## src/rtl/led_pwm_pkg.sv

```systemverilog
// Shared types for the multi-channel LED PWM driver.
// Channel modes and config field widths.
package led_pwm_pkg;

   typedef enum logic [1:0] {
      MODE_OFF     = 2'd0,
      MODE_ON      = 2'd1,
      MODE_BLINK   = 2'd2,
      MODE_BREATHE = 2'd3
   } led_mode_t;

   localparam int PERIOD_W = 16;

endpackage

```

## src/rtl/led_pwm_channel.sv

```systemverilog
// One LED channel: pending/active config, blink/breathe stepping,
// PWM compare and the registered active-low pin drive.
module led_pwm_channel
   import led_pwm_pkg::*;
#(
   parameter int PWM_BITS = 8
)(
   input  logic                clk,
   input  logic                nRST,
   input  logic                wr,
   input  led_mode_t           wr_mode,
   input  logic [PWM_BITS-1:0] wr_duty,
   input  logic [PERIOD_W-1:0] wr_period,
   input  logic [PWM_BITS-1:0] pwm_cnt,
   input  logic                boundary,
   output logic                led_n
);

   led_mode_t           p_mode;
   led_mode_t           a_mode;
   logic [PWM_BITS-1:0] p_duty;
   logic [PWM_BITS-1:0] a_duty;
   logic [PERIOD_W-1:0] p_period;
   logic [PERIOD_W-1:0] a_period;
   logic [PERIOD_W-1:0] fcnt;
   logic [PWM_BITS-1:0] bre;
   logic [PWM_BITS-1:0] bre_nx;
   logic [PWM_BITS-1:0] level;
   logic                pend_valid;
   logic                phase;
   logic                dir_up;
   logic                dir_nx;

   // A write in the boundary cycle lands after the old pending is applied.
   always_ff @(posedge clk or negedge nRST) begin
      if (!nRST) begin
         p_mode     <= MODE_OFF;
         p_duty     <= '0;
         p_period   <= '0;
         pend_valid <= 1'b0;
      end else if (wr) begin
         p_mode     <= wr_mode;
         p_duty     <= wr_duty;
         p_period   <= wr_period;
         pend_valid <= 1'b1;
      end else if (boundary) begin
         pend_valid <= 1'b0;
      end
   end

   always_comb begin
      bre_nx = bre;
      dir_nx = dir_up;
      if (a_duty == '0) begin
         bre_nx = '0;
      end else if (dir_up) begin
         bre_nx = bre + 1'b1;
         if (bre_nx >= a_duty) dir_nx = 1'b0;
      end else begin
         bre_nx = bre - 1'b1;
         if (bre_nx == '0) dir_nx = 1'b1;
      end
   end

   always_ff @(posedge clk or negedge nRST) begin
      if (!nRST) begin
         a_mode   <= MODE_OFF;
         a_duty   <= '0;
         a_period <= '0;
         fcnt     <= '0;
         phase    <= 1'b1;
         dir_up   <= 1'b1;
         bre      <= '0;
      end else if (boundary) begin
         if (pend_valid) begin
            a_mode   <= p_mode;
            a_duty   <= p_duty;
            a_period <= p_period;
            fcnt     <= '0;
            phase    <= 1'b1;
            dir_up   <= 1'b1;
            bre      <= '0;
         end else if (fcnt == a_period) begin
            fcnt <= '0;
            if (a_mode == MODE_BLINK) phase <= ~phase;
            if (a_mode == MODE_BREATHE) begin
               bre    <= bre_nx;
               dir_up <= dir_nx;
            end
         end else begin
            fcnt <= fcnt + 1'b1;
         end
      end
   end

   always_comb begin
      level = '0;
      unique case (a_mode)
         MODE_OFF:     level = '0;
         MODE_ON:      level = a_duty;
         MODE_BLINK:   level = phase ? a_duty : '0;
         MODE_BREATHE: level = bre;
      endcase
   end

   always_ff @(posedge clk or negedge nRST) begin
      if (!nRST) led_n <= 1'b1;
      else       led_n <= !(pwm_cnt < level);
   end

endmodule

```

## src/rtl/led_pwm_driver.sv

```systemverilog
// Multi-channel LED driver: shared prescaler and PWM counter,
// frame boundary and write decode feeding per-channel engines.
module led_pwm_driver
   import led_pwm_pkg::*;
#(
   parameter int N_CH     = 3,
   parameter int PWM_BITS = 8,
   parameter int PRESCALE = 46,
   localparam int CH_W    = (N_CH > 1) ? $clog2(N_CH) : 1
)(
   input  logic                clk,
   input  logic                nRST,
   input  logic                cfg_we,
   input  logic [CH_W-1:0]     cfg_ch,
   input  logic [1:0]          cfg_mode,
   input  logic [PWM_BITS-1:0] cfg_duty,
   input  logic [PERIOD_W-1:0] cfg_period,
   output logic [N_CH-1:0]     nLED,
   output logic                frame_start
);

   localparam int PRE_W = (PRESCALE > 0) ? $clog2(PRESCALE + 1) : 1;

   logic [PRE_W-1:0]    pre_cnt;
   logic [PWM_BITS-1:0] pwm_cnt;
   logic                tick;
   logic                boundary;
   logic                bnd_q;

   assign tick     = (pre_cnt == PRE_W'(PRESCALE));
   assign boundary = tick && (&pwm_cnt);

   always_ff @(posedge clk or negedge nRST) begin
      if (!nRST) begin
         pre_cnt <= '0;
         pwm_cnt <= '0;
      end else if (tick) begin
         pre_cnt <= '0;
         pwm_cnt <= pwm_cnt + 1'b1;
      end else begin
         pre_cnt <= pre_cnt + 1'b1;
      end
   end

   // Two stages so the pulse lines up with pwm_cnt==0 as seen on nLED.
   always_ff @(posedge clk or negedge nRST) begin
      if (!nRST) begin
         bnd_q       <= 1'b0;
         frame_start <= 1'b0;
      end else begin
         bnd_q       <= boundary;
         frame_start <= bnd_q;
      end
   end

   for (genvar i = 0; i < N_CH; i++) begin : g_ch
      led_pwm_channel #(
         .PWM_BITS (PWM_BITS)
      ) u_ch (
         .clk       (clk),
         .nRST      (nRST),
         .wr        (cfg_we && (cfg_ch == CH_W'(i))),
         .wr_mode   (led_mode_t'(cfg_mode)),
         .wr_duty   (cfg_duty),
         .wr_period (cfg_period),
         .pwm_cnt   (pwm_cnt),
         .boundary  (boundary),
         .led_n     (nLED[i])
      );
   end

endmodule

```

## config.mk

```make
export PLATFORM = sky130hd
export DESIGN_NAME = led_pwm_driver
export DESIGN_NICKNAME = d
export VERILOG_FILES = /design/src/rtl/led_pwm_pkg.sv /design/src/rtl/led_pwm_channel.sv /design/src/rtl/led_pwm_driver.sv
export SDC_FILE = /design/constraint.sdc
export NUM_CORES = 1
export LEC_CHECK = 0
export CAP_MARGIN = 20
export CORE_ASPECT_RATIO = 1.5
export CORE_MARGIN = 2
export CORE_UTILIZATION = 60
export DETAILED_ROUTE_END_ITERATION = 16
export PLACE_DENSITY_LB_ADDON = 0.3
export SLEW_MARGIN = 15
export SYNTH_ARGS = -nofsm -noshare
export SYNTH_HDL_FRONTEND = slang
export SYNTH_SLANG_ARGS = --single-unit
```

## constraint.sdc

```tcl
create_clock -name clk -period 3.4 [get_ports clk]
set_input_delay 0.68 -clock clk [delete_from_list [all_inputs] [get_ports clk]]
set_output_delay 0.68 -clock clk [all_outputs]
set_load 0.03 [all_outputs]
```

-- Word level (Yosys, flattened, before mapping)
Index checks and enable logic that the tools add are counted.
- output and inout port bits: 4
- register bits: 256
- reduce and logical (&&, ||, !) cells: 42
- multiplexer cells: 62
- bitwise operators: 3
- $lt $le $gt $ge: 6
- equal/unequal tests: 18
- $add $sub $neg: 11
- operators with widths (cell ; count):
    2-to-1 mux 8 bit ; 18
    2-to-1 mux 16 bit ; 6
    case mux 8 bit (4 select lines) ; 3
    adder 16 x 1 -> 16 bit (second input constant) ; 3
    == test 16 bit ; 3
    zero test 8 bit ; 6
    2-to-1 mux 1 bit ; 34
    adder 8 x 1 -> 8 bit (second input constant) ; 4
    >= comparator 8 bit ; 3
    < comparator 8 bit ; 3
    nonzero test 2 bit ; 12
    subtractor 8 x 1 -> 8 bit (second input constant) ; 3
    AND reduction 3 bit ; 6
    == test 2 bit (second input constant) ; 7
    AND reduction 4 bit ; 3
    == test 2 x 1 -> 1 bit (second input constant) ; 4
    zero test 2 bit ; 4
    AND reduction 8 bit ; 1
    adder 6 x 1 -> 6 bit (second input constant) ; 1
    == test 6 bit (second input constant) ; 1
    2-to-1 mux 6 bit ; 1
    != test 2 x 1 -> 1 bit (second input constant) ; 3
    AND reduction 2 bit ; 3
    logical AND 1 bit ; 4
    other kinds (2) ; 6

-- Longest topological paths before layout
- depth after elaboration: 8
- mapped depth: 11

-- Cells and area by module
From an unflattened synthesis, not the netlist that was laid out.
- cell total of the unflattened synthesis: 1184
- area, all modules: 13548.0 µm²
- by module, submodules not included (module ; seq. area each (µm²) ; area an instance (µm²) ; cells an instance ; times used):
    led_pwm_channel at g_ch[1].u_ch ... ; 2005.7 ; 4290.4 ; 376 ; 2
    led_pwm_channel at g_ch[0].u_ch ; 2005.7 ; 4226.6 ; 368 ; 1
    led_pwm_driver ; 400.4 ; 740.7 ; 64 ; 1

-- Worst setup path before layout
No wires, ideal clock.
- path kind: register to register
- from: register g_ch[0].u_ch.bre[0]
- to: register g_ch[0].u_ch.dir_up
- clock period less this slack: 2.510 ns
- arrival: 2.412 ns
- path buffers: 1
- library setup time: 0.098 ns
- data required time: 3.302 ns
- cell stages (with the launch flop): 10
- slack: 0.890 ns
- cell sequence: dfrtp_1 clkbuf_1 inv_1 ha_1 ha_1 a2111oi_0 o21bai_1 a2111oi_0 a2111oi_0 a221oi_1
- cells in the longest elaborated chain, start to end: 8
- elaborated cells on any way between the ends: 11
- those cells by class: add/sub (2); order compare (1); mux (7); reduce/logical (1)
- RTL lines (what ; line ; text):
    from (decl) ; led_pwm_channel.sv:26 ; logic [PWM_BITS-1:0] bre;
    from (signal assigned) ; led_pwm_channel.sv:87 ; bre <= bre_nx;
    adder 8 x 1 -> 8 bit / subtractor 8 x 1 -> 8 bit (equally long branches) ; led_pwm_channel.sv:57, led_pwm_channel.sv:60 ;
    >= comparator 8 bit / zero test 8 bit (equally long branches) ; led_pwm_channel.sv:58, led_pwm_channel.sv:61 ;
    2-to-1 mux 1 bit (on tied branches) ; led_pwm_channel.sv:58, led_pwm_channel.sv:61 ;
    2-to-1 mux 1 bit (*) ; led_pwm_channel.sv:56 ; end else if (dir_up) begin
    2-to-1 mux 1 bit (*) ; led_pwm_channel.sv:54 ; if (a_duty == '0) begin
    2-to-1 mux 1 bit (*) ; led_pwm_channel.sv:86 ; if (a_mode == MODE_BREATHE) begin
    2-to-1 mux 1 bit (*) ; led_pwm_channel.sv:83 ; end else if (fcnt == a_period) begin
    2-to-1 mux 1 bit (*) ; led_pwm_channel.sv:75 ; if (pend_valid) begin
    to (signal assigned) ; led_pwm_channel.sv:88 ; dir_up <= dir_nx;
    to (decl) ; led_pwm_channel.sv:31 ; logic dir_up;
Every way passes the cells marked *; elsewhere a longest branch is shown, timed or not. The select of a mux whose other input is x is not followed.
A chain may end at the register's enable or synchronous reset.

-- Final worst setup path
- from: register pwm_cnt[1]
- to: register g_ch[2].u_ch.bre[4]
- cells in the longest elaborated chain, start to end: 3
- RTL lines (what ; line ; text):
    from (decl) ; led_pwm_driver.sv:25 ; logic [PWM_BITS-1:0] pwm_cnt;
    from (signal assigned) ; led_pwm_driver.sv:39 ; pwm_cnt <= pwm_cnt + 1'b1;
    AND reduction 8 bit ; led_pwm_driver.sv:31 ; assign boundary = tick && (&pwm_cnt);
    logical AND 1 bit ; led_pwm_driver.sv:31 ;
    AND reduction 3 bit (no line) ; - ;
    to (signal assigned) ; led_pwm_channel.sv:87 ;
    to (decl) ; led_pwm_channel.sv:26 ;
Every way passes these cells.

==> results.rst <==
.. list-table::
   :header-rows: 1

   * - Metric
     - Value
   * - Outcome
     - finished clean
   * - Fin worst setup slack
     - 0.402 ns
   * - Final Util
     - 67.3%
   * - Clock-pin slew on the worst setup and hold paths
     - 0.07 ns
   * - Number of nets in the finished design
     - 1353
   * - Width of the chip
     - 127 um
   * - Max Buffers Root-to-Sink
     - 3
   * - Post-route clock period utilization
     - 88.2%
   * - Worst slack, placed
     - 0.413 ns
   * - Syn Std Cell Area
     - 13600 um2
   * - Largest net degree at the start of global routing
     - 87
   * - Worst Hold Class
     - in -> async
   * - Synthesized netlist net count
     - 1351
   * - Pwr dens
     - 438 nW/um2
   * - Number of sinks on the clock net
     - 256
   * - Pre-Repair DR Iteration Count
     - 6
   * - Rows
     - 67
   * - Cts hold-fix bufs
     - 0
   * - Reported max-cap violation count
     - 0
   * - Endpoint arrival time on the critical path
     - 3.41 ns
   * - Pins Over Slew Limit
     - 0
   * - CP Data Required Time
     - 3.82 ns
   * - Final-layout setup total negative slack
     - 0 ns
   * - Global Route Usage Sum
     - 25.9%
   * - Clock network latency to the later pin of the worst-skew pair
     - 0.52 ns
   * - Remaining antenna violation count
     - 0
   * - Kind of start point of the critical path
     - flip-flop
   * - Placer Congestion
     - 0.883
   * - RSZ-0062 raised after global routing
     - false
   * - Sequential Area
     - 6420 um2
   * - Mux share of post-synthesis cell area
     - 12.5%
   * - Distinct cell type count of the synthesized netlist
     - 69
   * - Die Y-Extent
     - 189 um
   * - Share of the synthesized netlist area taken by xor and xnor gates
     - 6.56%
   * - Syn. warnings
     - 0
   * - Via count of the first global-routing pass
     - 9783
   * - Number of fillers in the final layout
     - 1711
   * - Area of the die
     - 24000 um2
   * - Number of cells upsized or downsized after cts
     - 0
   * - Transition at the pin with the smallest max-transition slack
     - 0.793 ns
   * - Minimum clock period after layout
     - 3.00 ns
   * - CTS tree
     - done
   * - DRC violations left
     - 0
   * - Per-cell routed wire length
     - 19.4 um
   * - Number of setup buffers added after CTS
     - 0
   * - Number of primary I/O pins
     - 35
   * - Port Buffer Count
     - 34
   * - Number of buffers inserted during clock tree synthesis
     - 24
   * - Number of synthesized flops with an enable pin
     - 0
   * - Number of antenna violations at the first check in global routing
     - 0
   * - Top achievable clock speed
     - 334 MHz
   * - Register-to-Register Path Depth
     - 7
   * - Fraction of the mapped netlist area in simple logic gates
     - 12.3%
   * - First-pass GRT wire length
     - 50.4 mm
   * - Core area
     - 22300 um2
   * - Leakage Power
     - 0.00663 uW
   * - Via density per instance
     - 6.25
   * - Overall power consumption
     - 6570 uW
   * - Synthesized instance count
     - 1260
   * - Multi-input logic area
     - 6720 um2
   * - Worst clock skew
     - 0.0128 ns
   * - Count of antenna diodes in the layout
     - 0
   * - Deepest level of the CTS H-tree
     - 1
   * - Clock tree root driver cell
     - clkbuf_16
   * - Grt ovf
     - 0
   * - VDD IR max
     - 431 uV
   * - HPWL after detailed placement
     - 21.7 mm
   * - Setup violations, final
     - 0
   * - Total number of vias
     - 9730
   * - Post-layout instance area
     - 15000 um2
   * - Critical Path End Type
     - flip-flop
   * - Reg-to-reg slack, setup
     - 0.40 ns
   * - Post-synthesis sequential area ratio
     - 47.1%
   * - Type of the setup path with the least slack
     - reg -> reg
   * - Flip-flop and latch count after synthesis
     - 256
   * - Post-Synth Adder-Cell Area
     - 5.51%
   * - Placement-stage cell area
     - 14100 um2
   * - Starting DRC count in detailed routing
     - 535
   * - Ys flop type
     - dfrtp_1
   * - Drt total wl
     - 30.2 mm
   * - Largest family of logic cells by synthesized area
     - multiplexers
   * - Top fanout value on the critical path
     - 23
   * - End of the worst register-to-register path
     - g_ch[2].u_ch.bre[4]
   * - Headroom to the max-slew limit
     - 46.6%
   * - Area grow syn2layout
     - 10.2%
   * - Area fraction in compound gates after synthesis
     - 12.4%
   * - Reg2reg start
     - pwm_cnt[1]
   * - Layout cells sized above 1
     - 18.6%
   * - Asr flop ratio synth
     - 100%
   * - Post-synthesis average cell area
     - 10.8 um2
   * - Initial cell density of the core
     - 61.1%
   * - Final hold violation count
     - 0
cell usage in the layout, fill, tap and decap left out, types with 33 or more instances in the layout:
cell and instances:
clkdlybuf4s50_1 33, dfrtp_1 247, ha_1 60, inv_1 43, mux2_2 150, nand2_1 70
nand3_1 44, nor2_1 59, o21ai_0 92, xnor2_1 71
area by class of cell:
type / count / area share [%]
Multi-Input combinational cell: 885 / 44.7
Sequential cell: 256 / 42.8
Clock buffer: 29 / 4.40
Timing Repair Buffer: 51 / 3.32
Tap cell: 276 / 2.30
Clock inverter: 15 / 1.36
Inverter: 44 / 1.13
how the worst max path moves through the flow:
stage,start,end,slack [ns],depth (start not counted)
floorplan,g_ch[0].u_ch.bre[0],g_ch[0].u_ch.dir_up,0.89,9
global placement,pre_cnt[0],g_ch[2].u_ch.bre[2],0.54,8
detailed placement,pwm_cnt[1],g_ch[2].u_ch.bre[4],0.41,7
CTS,pwm_cnt[1],g_ch[2].u_ch.bre[4],0.38,7
global route,pwm_cnt[1],g_ch[2].u_ch.bre[5],0.17,7
finish,pwm_cnt[1],g_ch[2].u_ch.bre[4],0.40,7
synthesized netlist by cell type (31+ instances only):
master | number | area share (%)
nand3_1 | 44 | 1.6
dfrtp_1 | 247 | 45
ha_1 | 60 | 5.5
xor2_1 | 31 | 2.0
clkbuf_1 | 48 | 1.3
nand2_1 | 70 | 1.9
mux2_2 | 150 | 12
nor2_1 | 59 | 1.6
o21ai_0 | 92 | 3.4
inv_1 | 43 | 1.2
o31ai_1 | 31 | 1.7
xnor2_1 | 71 | 4.6
registers in the layout (all words and copies together) (netlist names):
name                  count
g_ch.u_ch.p_mode          6
g_ch.u_ch.a_period       48
frame_start               1
pre_cnt                   6
pwm_cnt                   8
bnd_q                     1
g_ch.u_ch.a_duty         24
g_ch.u_ch.a_mode          6
g_ch.u_ch.p_duty         24
g_ch.u_ch.dir_up          3
g_ch.u_ch.pend_valid      3
g_ch.u_ch.led_n           3
g_ch.u_ch.fcnt           48
g_ch.u_ch.p_period       48
g_ch.u_ch.phase           3
g_ch.u_ch.bre            24
power breakdown:
group / leakage, uW / switching [uW] / total, uW / internal, uW
clock: 0.000435 / 1160 / 2930 / 1770
sequential: 0.00335 / 99.6 / 3320 / 3220
combinational: 0.00284 / 143 / 322 / 178
total: 0.00663 / 1410 / 6570 / 5170
per-stage QoR:
stage,hold slack [ns],std cells
5_1_grt,0.0863,1556
6_report,0.0551,1556
3_5_place_dp,0.337,1512
4_1_cts,0.0680,1556
3_3_place_gp,0.345,1512
2_1_floorplan,0.331,1260
cell families after synthesis:
group,Yosys count
xor gates and xnor gates,102
DFF,256
and+or+nand+nor,317
muxes,151
buffers and inverters,119
AOI/OAI and AO/OA,255
adders and majority gates,60
worst max-delay path, stage by stage (launching register included):
cell and delay [ns]:
dfrtp_1 0.45, ha_1 0.23, nand4b_1 0.14, or4_2 0.85, clkinv_4 0.24, a31oi_1 0.31, or2_0 0.41, o31ai_1 0.27
layer usage:
metal  GRT usage, %  wire, um
met2           46.9     15900
met4           10.4      1250
met5              0         0
met1           31.8     12100
met3           2.19       948
Power figures use the tool's default switching activity.
